### src/rtl/exe_stage.sv
// Execute stage: operand forwarding muxes, ALU, NZCV status register and EXE/MEM pipeline register.
// Optional macro EXE_FORWARDING_EN enables the val1/val2/ST_val forwarding selects.
module exe_stage (
  input  logic        clk,
  input  logic        rst_n,
  input  logic        freeze,
  input  logic        flush,
  input  logic [3:0]  exe_cmd,
  input  logic        s_en,
  input  logic        imm,
  input  logic [31:0] imm32,
  input  logic [31:0] val_rn,
  input  logic [31:0] val_rm,
  input  logic [31:0] st_val,
  input  logic [1:0]  val1_sel,
  input  logic [1:0]  val2_sel,
  input  logic [1:0]  ST_val_sel,
  input  logic [31:0] alu_res_fwd_MEM,
  input  logic [31:0] wb_value_WB,
  input  logic [3:0]  dest_EXE,
  input  logic        wb_en_EXE,
  input  logic        mem_r_en_EXE,
  input  logic        mem_w_en_EXE,
  output logic [31:0] alu_res_MEM,
  output logic [31:0] st_val_MEM,
  output logic [3:0]  dest_MEM,
  output logic        wb_en_MEM,
  output logic        mem_r_en_MEM,
  output logic        mem_w_en_MEM,
  output logic [3:0]  status
);

  typedef enum logic [3:0] {
    OP_MOV = 4'b0001,
    OP_ADD = 4'b0010,
    OP_ADC = 4'b0011,
    OP_SUB = 4'b0100,
    OP_SBC = 4'b0101,
    OP_AND = 4'b0110,
    OP_ORR = 4'b0111,
    OP_EOR = 4'b1000,
    OP_MVN = 4'b1001
  } alu_op_e;

  logic [31:0] op1, op2_reg, op2, st_data;

`ifdef EXE_FORWARDING_EN
  function automatic logic [31:0] fwd_mux(input logic [1:0]  sel,
                                          input logic [31:0] id_v,
                                          input logic [31:0] mem_v,
                                          input logic [31:0] wb_v);
    case (sel)
      2'b01:   return mem_v;
      2'b10:   return wb_v;
      default: return id_v;
    endcase
  endfunction

  assign op1     = fwd_mux(val1_sel,   val_rn, alu_res_fwd_MEM, wb_value_WB);
  assign op2_reg = fwd_mux(val2_sel,   val_rm, alu_res_fwd_MEM, wb_value_WB);
  assign st_data = fwd_mux(ST_val_sel, st_val, alu_res_fwd_MEM, wb_value_WB);
`else
  logic unused_fwd;
  assign unused_fwd = ^{val1_sel, val2_sel, ST_val_sel, alu_res_fwd_MEM, wb_value_WB};
  assign op1     = val_rn;
  assign op2_reg = val_rm;
  assign st_data = st_val;
`endif

  assign op2 = imm ? imm32 : op2_reg;

  alu_op_e     op;
  logic [31:0] alu_res;
  logic [32:0] sum33;
  logic        c_in, flag_c, flag_v, op_valid;

  assign op   = alu_op_e'(exe_cmd);
  assign c_in = status[1];

  // Subtraction is done as a true 33-bit difference; C is the inverted borrow.
  always_comb begin
    alu_res  = '0;
    sum33    = '0;
    flag_c   = status[1];
    flag_v   = status[0];
    op_valid = 1'b1;
    case (op)
      OP_MOV: alu_res = op2;
      OP_MVN: alu_res = ~op2;
      OP_ADD, OP_ADC: begin
        sum33   = {1'b0, op1} + {1'b0, op2} + {32'b0, (op == OP_ADC) & c_in};
        alu_res = sum33[31:0];
        flag_c  = sum33[32];
        flag_v  = (op1[31] == op2[31]) && (alu_res[31] != op1[31]);
      end
      OP_SUB, OP_SBC: begin
        sum33   = {1'b0, op1} - {1'b0, op2} - {32'b0, (op == OP_SBC) & ~c_in};
        alu_res = sum33[31:0];
        flag_c  = ~sum33[32];
        flag_v  = (op1[31] != op2[31]) && (alu_res[31] != op1[31]);
      end
      OP_AND: alu_res = op1 & op2;
      OP_ORR: alu_res = op1 | op2;
      OP_EOR: alu_res = op1 ^ op2;
      default: op_valid = 1'b0;
    endcase
  end

  always_ff @(posedge clk or negedge rst_n) begin
    if (!rst_n) begin
      status <= '0;
    end else if (s_en && op_valid && !freeze && !flush) begin
      status <= {alu_res[31], (alu_res == 32'd0), flag_c, flag_v};
    end
  end

  always_ff @(posedge clk or negedge rst_n) begin
    if (!rst_n) begin
      alu_res_MEM  <= '0;
      st_val_MEM   <= '0;
      dest_MEM     <= '0;
      wb_en_MEM    <= 1'b0;
      mem_r_en_MEM <= 1'b0;
      mem_w_en_MEM <= 1'b0;
    end else if (flush) begin
      alu_res_MEM  <= '0;
      st_val_MEM   <= '0;
      dest_MEM     <= '0;
      wb_en_MEM    <= 1'b0;
      mem_r_en_MEM <= 1'b0;
      mem_w_en_MEM <= 1'b0;
    end else if (!freeze) begin
      alu_res_MEM  <= alu_res;
      st_val_MEM   <= st_data;
      dest_MEM     <= dest_EXE;
      wb_en_MEM    <= wb_en_EXE;
      mem_r_en_MEM <= mem_r_en_EXE;
      mem_w_en_MEM <= mem_w_en_EXE;
    end
  end

endmodule

### config.mk
export PLATFORM = sky130hd
export DESIGN_NAME = exe_stage
export DESIGN_NICKNAME = d
export VERILOG_FILES = /design/src/rtl/exe_stage.sv
export SDC_FILE = /design/constraint.sdc
export NUM_CORES = 1
export LEC_CHECK = 0
export ABC_CLOCK_PERIOD_IN_PS = 4200
export CAP_MARGIN = 20
export CORE_ASPECT_RATIO = 1.5
export CORE_UTILIZATION = 25
export CTS_CLUSTER_DIAMETER = 60
export CTS_CLUSTER_SIZE = 25
export DETAILED_ROUTE_END_ITERATION = 8
export PLACE_DENSITY = 0.45
export SLEW_MARGIN = 20
export SYNTH_ARGS = -nofsm -noshare
export SYNTH_HDL_FRONTEND = slang
export SYNTH_SLANG_ARGS = --single-unit
### constraint.sdc
create_clock -name clk -period 4.2 [get_ports clk]
set_clock_uncertainty 0.05 [all_clocks]
set_input_delay 0.42 -clock clk [delete_from_list [all_inputs] [get_ports clk]]
set_output_delay 0.42 -clock clk [all_outputs]
set_load 0.02 [all_outputs]
==> impl_results.md, run 1 <==
* Setup_tns at 0 ns
* DP HPWL at 36730 um
* Cell leakage power at 0.007364 uW
* Internal power at 2629 uW
* Sw Pwr at 1696 uW
* Sequential share of power at 0.187
* Clk pwr share at 0.211
* Period utilization at 0.9712
* Yosys warns at 0
* RSZ-0062 raised after global routing: true
* Status: finished clean
* Ranking of synthesized cells by area: dfrtp_1, ha_1, mux2i_1, nor2_1, a21oi_1
* Final nets at 2164
* Vias at 11809
* #FFs+latches synth at 75
* Area of the multi-input gates at 7856 um2
* Final setup viols at 0
* Reg area at 1877 um2
* DRT Pass-1 Iters at 5
* Fraction of layout cells with a size suffix above 1 at 0.2264
* 1st-iter DRT viols at 577
* Power Total at 4326 uW
* CTS Buf Count at 9
* Sink Count at 75
* FF-to-FF setup slack at 0.15 ns
* Post-Synthesis Cell Area at 10260 um2
* Core footprint at 40310 um2
* Clock latency on the worst-skew pair at 0.34 ns
* Vias in the first global route at 12233
* Yosys top cell by area: dfrtp_1
* Hold WC Path Type: input pin to asynchronous set/reset pin
* IO Pins at 290
* Initial antenna violation count at 1
* GRT Total Usage at 0.2131
* Post-synth cell types at 80
* GPL Wtd Cong at 0.9149
* Met2 routed WL at 22210 um
* Worst-path clk slew at 0.06 ns
* Max VDD drop at 0.0003486 V
* Met3 wire length at 2461 um
* Post-Syn Instances at 1342
* Pins Over Slew Limit at 0
* Main synth FF type: dfrtp_1
* Most frequent cells in the layout: buf_4, clkdlybuf4s50_1, nor2_1
* Post-layout util at 0.3934
* Startpoint types: input pin
* Longest Clk Path Bufs at 2
* Fmax at 0.2451 GHz
* Clk root buf: clkbuf_16
* Max layer used: met5
* Die Y at 250.2 um
* DRC at 0
* Fin worst setup slack at 0.1208 ns
* Metal-1 WL at 18530 um
* Drt via density at 5.066
* IO buf count at 219
* Post-synthesis net count at 1687
* WL final at 44850 um
* Tmin final at 4.079 ns
* Critical path required time at 4.43 ns
* Gr ovfl total at 0
* CTS tree: built
* Yosys top cell area share at 0.1828
* Crit path DAT at 4.31 ns
* Largest net degree at the start of global routing at 71
* DR WL/cell at 19.24 um
* Worst setup EP type: flip-flop
* Switching Fraction at 0.3921
* Ys async rst share at 1.000
* Starting Density at 0.2546
* Area grow syn2layout at 54.50%
* Worst Max-Slew Pin Slew at 0.7645 ns
* Row count at 90
* Die W at 167.4 um
* Pre-CTS setup slack at -0.6352 ns
* Post-synth EDFFs at 0
* CTS H-Tree Depth at 3
* Final hold violation count at 0
* # Max-Cap Violations at 0
* Pwr dens at 272.7 nW/um2
* Die area at 41890 um2
* Routed Antenna Nets at 0
* Critical path class: input pin to flip-flop
* Fill count at 4250
* Syn avg cell area at 7.649 um2
* CP max FO at 6
* Commonest non-fill, non-tap cell in the layout: buf_4
* First-pass GRT wire length at 69320 um
* Gate power share at 0.602
* Sequential fraction of the synthesis area at 0.1828
* Rel. slew slack at 0.4904
==> metal layers <==
layer,vias to the layer above,GRT usage
li1,5749,-
met3,80,0.03460
met1,5622,0.2522
met5,-,0
met2,356,0.3783
met4,2,0.08755
==> registers in the layout, summed over array words and instances (netlist names) <==
register,cells
mem_w_en_MEM,1
dest_MEM,4
status,4
mem_r_en_MEM,1
alu_res_MEM,32
st_val_MEM,32
wb_en_MEM,1
==> power by group through the flow <==
stage               combinational, uW  clock (uW)  sequential (uW)
floorplan                        1210           0              883
global placement                 2530           0              821
detailed placement               2530           0              822
CTS                              2560         946              810
global route                     2830         970              815
finish                           2600         913              809
==> cell usage after synthesis, types with 4 or more instances <==
cell type / number
o2111ai_1: 5
o21a_1: 12
nand3b_1: 4
nand3_1: 36
xor2_1: 21
nor3b_1: 7
ha_1: 126
o22ai_1: 16
nand4_1: 20
buf_1: 11
nand2b_1: 9
nor4_1: 7
and3_1: 10
and4_1: 7
a211o_1: 5
a221o_1: 5
mux2i_1: 91
a21oi_1: 114
a211oi_1: 15
o21bai_1: 7
o21ai_0: 58
a22oi_1: 24
a31oi_1: 9
a21o_1: 24
nor2_1: 161
o32ai_1: 4
o31ai_1: 6
xnor2_1: 40
clkbuf_1: 45
o211a_1: 4
o21ai_1: 8
nand2_1: 85
nor3_1: 27
fa_1: 4
o211ai_1: 24
o221ai_1: 11
and2_1: 9
inv_1: 108
dfrtp_1: 75
buf_2: 23
a221oi_1: 6
==> timing repair <==
item | CTS | global route
setup buffers | 1 | 6
pin swaps | 11 | 18
cloned | 0 | 0
setup endpoints to repair | 7 | 12
gates resized for setup | 10 | 42
hold buffers | 0 | 0
==> through the flow <==
step                      instances  hold slack, ns  area, um2
final                          2331         0.05935      15860
after detailed placement       2307          0.4368      15250
after global routing           2330          0.1292      15860
after global placement         2307          0.4341      15250
after floorplan                1342         0.07441      10370
after CTS                      2324         0.09569      15640
==> cell type report <==
type	count	share of cell area
Antenna cell	1	0.0001578
Clock buffer	10	0.01507
Clock inverter	6	0.007022
Inverter	110	0.02604
Multi-Input combinational cell	1073	0.4954
Sequential cell	75	0.1183
Tap cell	506	0.03992
Timing Repair Buffer	550	0.2981
==> path summary, 6_finish.rpt <==
check                           startpoint              end  cells past startpoint
max                                    imm        status[2]                     19
min                                  rst_n  alu_res_MEM[16]                      1
max reg2reg                      status[1]        status[2]                     18
min reg2reg                alu_res_MEM[31]  alu_res_MEM[31]                      2
max in group asynchronous            rst_n  alu_res_MEM[13]                      2
min in group clk                     flush  alu_res_MEM[31]                      4
==> critical path, cell delays in order <==
cell and delay [ns]:
clkbuf_4 0.21, mux2i_4 0.24, buf_6 0.15, fa_2 0.40
fa_2 0.44, nor2b_4 0.13, o211ai_1 0.22, buf_4 0.21
a211oi_4 0.26, buf_6 0.14, buf_4 0.11, o2111ai_4 0.12
o211ai_1 0.24, xnor2_1 0.18, o211a_1 0.24, o2111ai_2 0.11
nor4_2 0.31, nand2_1 0.08, nand2_1 0.07
==> logic make-up after synthesis <==
group | after synthesis | share of synthesized area
AOI/OAI and AO/OA | 385 | 0.2491
xor gates and xnor gates | 61 | 0.05205
adders and majority gates | 130 | 0.1614
buffers and inverters | 194 | 0.07643
DFF | 75 | 0.1828
muxes | 95 | 0.09447
and+or+nand+nor | 402 | 0.1837
(Power assumes the default switching activity.)
==> run 2, diff against run 1 <==
--- a/config.mk
+++ b/config.mk
@@ -5,14 +5,14 @@
 export SDC_FILE = /design/constraint.sdc
 export NUM_CORES = 1
 export LEC_CHECK = 0
-export ABC_CLOCK_PERIOD_IN_PS = 4200
+export ABC_CLOCK_PERIOD_IN_PS = 4800
 export CAP_MARGIN = 20
 export CORE_ASPECT_RATIO = 1.5
-export CORE_UTILIZATION = 25
+export CORE_UTILIZATION = 35
 export CTS_CLUSTER_DIAMETER = 60
 export CTS_CLUSTER_SIZE = 25
 export DETAILED_ROUTE_END_ITERATION = 8
-export PLACE_DENSITY = 0.45
+export PLACE_DENSITY = 0.6
 export SLEW_MARGIN = 20
 export SYNTH_ARGS = -nofsm -noshare
 export SYNTH_HDL_FRONTEND = slang
==> constraint.sdc (replaced) <==
create_clock -name clk -period 4.8 [get_ports clk]
set_clock_uncertainty 0.05 [all_clocks]
set_input_delay 0.48 -clock clk [delete_from_list [all_inputs] [get_ports clk]]
set_output_delay 0.48 -clock clk [all_outputs]
set_load 0.02 [all_outputs]
==> impl_results.md, run 2 (same netlist as run 1, synthesis figures left out) <==
* Core footprint at 28810 um2 (was 40310 um2)
* CTS H-Tree Depth at 3 (unchanged)
* Reg area at 1877 um2 (unchanged)
* 1st-iter DRT viols at 762 (was 577)
* Die area at 30030 um2 (was 41890 um2)
* Area grow syn2layout at 34.30% (was 54.50%)
* # Max-Cap Violations at 0 (unchanged)
* RSZ-0062 raised after global routing: false (was true)
* Internal power at 1968 uW (was 2629 uW)
* CP top delay family: simple AND/OR/NAND/NOR gates (was compound AO/OA/AOI/OAI gates)
* Most frequent cells in the layout: clkdlybuf4s50_1, nor2_1, ha_1 (was buf_4, clkdlybuf4s50_1, nor2_1)
* Startpoint types: input pin (unchanged)
* Starting Density at 0.3563 (was 0.2546)
* Max layer used: met4 (was met5)
* Setup_tns at 0 ns (unchanged)
* Critical path class: input pin to flip-flop (unchanged)
* GRT Total Usage at 0.2635 (was 0.2131)
* Antenna cells at 0 (was 1)
* Clk pwr share at 0.219 (was 0.211)
* Hold WC Path Type: input pin to asynchronous set/reset pin (unchanged)
* Max VDD drop at 0.0003978 V (was 0.0003486 V)
* Period utilization at 0.9555
* Vias in the first global route at 11142 (was 12233)
* Metal-1 WL at 16140 um (was 18530 um)
* Clk root buf: clkbuf_16 (unchanged)
* Final nets at 1944 (was 2164)
* Initial antenna violation count at 0 (was 1)
* Status: finished clean (unchanged)
* Critical path required time at 5.02 ns (was 4.43 ns)
* Drt via density at 5.580 (was 5.066)
* Cell Count, Final, Fillers Out at 1994 (was 2331)
* First-pass GRT wire length at 61060 um (was 69320 um)
* CP max FO at 4 (was 6)
* DRT Pass-1 Iters at 6 (was 5)
* Die W at 141.8 um (was 167.4 um)
* Gr ovfl total at 0 (unchanged)
* Slowest cell on crit path: fa_1 (was fa_2)
* Fin worst setup slack at 0.2138 ns (was 0.1208 ns)
* Slowest stage delay, CP at 0.48 ns (was 0.44 ns)
* Pwr dens at 241.1 nW/um2 (was 272.7 nW/um2)
* Gate power share at 0.567 (was 0.602)
* Pre-CTS setup slack at -0.2303 ns (was -0.6352 ns)
* GPL Wtd Cong at 0.9418 (was 0.9149)
* Die Y at 211.7 um (was 250.2 um)
* Fraction of layout cells with a size suffix above 1 at 0.09850 (was 0.2264)
* CP Cell Sequence: clkdlybuf4s50_1, buf_4, nor3b_2, nand3_1, fa_1, fa_1, nor2b_1, o211ai_1, a21oi_1, buf_4, a211oi_1, a2111oi_2, nand4_1, nor4_1, nand4_1, nor4_2, nand2_1, nand2_1 (was clkbuf_4, mux2i_4, buf_6, fa_2, fa_2, nor2b_4, o211ai_1, buf_4, a211oi_4, buf_6, buf_4, o2111ai_4, o211ai_1, xnor2_1, o211a_1, o2111ai_2, nor4_2, nand2_1, nand2_1)
* Fill count at 2886 (was 4250)
* Cell leakage power at 0.006254 uW (was 0.007364 uW)
* Final hold violation count at 0 (unchanged)
* Rel. slew slack at 0.2880 (was 0.4904)
* Worst setup EP type: flip-flop (unchanged)
* Sink Count at 75 (unchanged)
* Largest regs: alu_res_MEM x32, st_val_MEM x32 (unchanged)
* DR WL/cell at 19.86 um (was 19.24 um)
* Finished Cell Area at 13790 um2 (was 15860 um2)
* IO buf count at 219 (unchanged)
* Dpl cells at 1978 (was 2307)
* Area of the multi-input gates at 7662 um2 (was 7856 um2)
* IO Pins at 290 (unchanged)
* Sequential share of power at 0.214 (was 0.187)
* Clock latency on the worst-skew pair at 0.33 ns (was 0.34 ns)
* Tmin final at 4.586 ns
* Sw Pwr at 1355 uW (was 1696 uW)
* Worst setup startpoint: exe_cmd[2] (was imm)
* Switching Fraction at 0.4077 (was 0.3921)
* Largest net degree at the start of global routing at 76 (was 71)
* DRC at 0 (unchanged)
* Row count at 76 (was 90)
* Vias at 11126 (was 11809)
* Longest Clk Path Bufs at 2 (unchanged)
* WL final at 39610 um (was 44850 um)
* Routed Antenna Nets at 0 (unchanged)
* Commonest non-fill, non-tap cell in the layout: clkdlybuf4s50_1 (was buf_4)
* DP HPWL at 31150 um (was 36730 um)
* Worst-path clk slew at 0.06 ns (about the same)
* Worst Max-Slew Pin Slew at 1.055 ns (was 0.7645 ns)
* Fmax at 0.2180 GHz
* Met3 wire length at 2304 um (was 2461 um)
* Final setup viols at 0 (unchanged)
* Placed Area at 13420 um2 (was 15250 um2)
* R2R Path Start: status[1] (unchanged)
* Crit path buf inv count at 3 (was 5)
* CTS tree: built (unchanged)
* Crit path DAT at 4.81 ns (was 4.31 ns)
* Pins Over Slew Limit at 0 (unchanged)
* Met2 routed WL at 19530 um (was 22210 um)
* CTS Buf Count at 9 (unchanged)
run 2: cell types whose count changed in the layout (fill, tap and decap cells not counted), moves of 5 or more:
cell     change
buf_4      -213
mux2i_1      +9
a21oi_1      +5
mux2i_2      -6
run 2: final timing paths:
path                                    to  slack, ns  cells past startpoint
max reg2reg                      status[2]       0.60                     17
min in group clk           alu_res_MEM[31]       0.46                      2
min                         st_val_MEM[20]       0.24                      1
min reg2reg                alu_res_MEM[31]       0.46                      2
max                              status[2]       0.21                     18
max in group asynchronous   st_val_MEM[24]       3.83                      1
run 2: layout make-up:
class	instances	share of cell area
multi-input combinational	1073	0.5558
timing repair buffer	330	0.2195
sequential	75	0.1361
tap	390	0.03540
inverter	110	0.02995
clock buffer	12	0.01788
clock inverter	4	0.005355
run 2: routing by layer:
layer | GRT usage | vias to the layer above
met1 | 0.3091 | 5312
li1 | - | 5311
met3 | 0.03393 | 81
met5 | 0 | -
met4 | 0.1261 | 0
met2 | 0.4698 | 422
run 2: power groups by stage:
stage          clock network [uW]  registers, uW  logic, uW
2_1_floorplan                   0            772       1050
6_report                      726            712       1890
4_1_cts                       746            712       1850
5_1_grt                       766            718       2040
3_3_place_gp                    0            721       1830
3_5_place_dp                    0            722       1840
run 2: timing repair:
action,CTS,global route
buffers inserted,0,0
hold buffers,0,0
endpoints found under the hold margin,0,0
gates resized for setup,0,8
setup endpoints to repair,0,4
run 2: through the flow:
stage	util	hold WS, ns	power, uW
final	0.4785	0.2413	3323
after global routing	0.4785	0.3367	3527
after CTS	0.4768	0.2808	3312
after detailed placement	0.4657	0.4348	2563
after global placement	0.4657	0.4340	2555
after floorplan	-	0.1344	1820
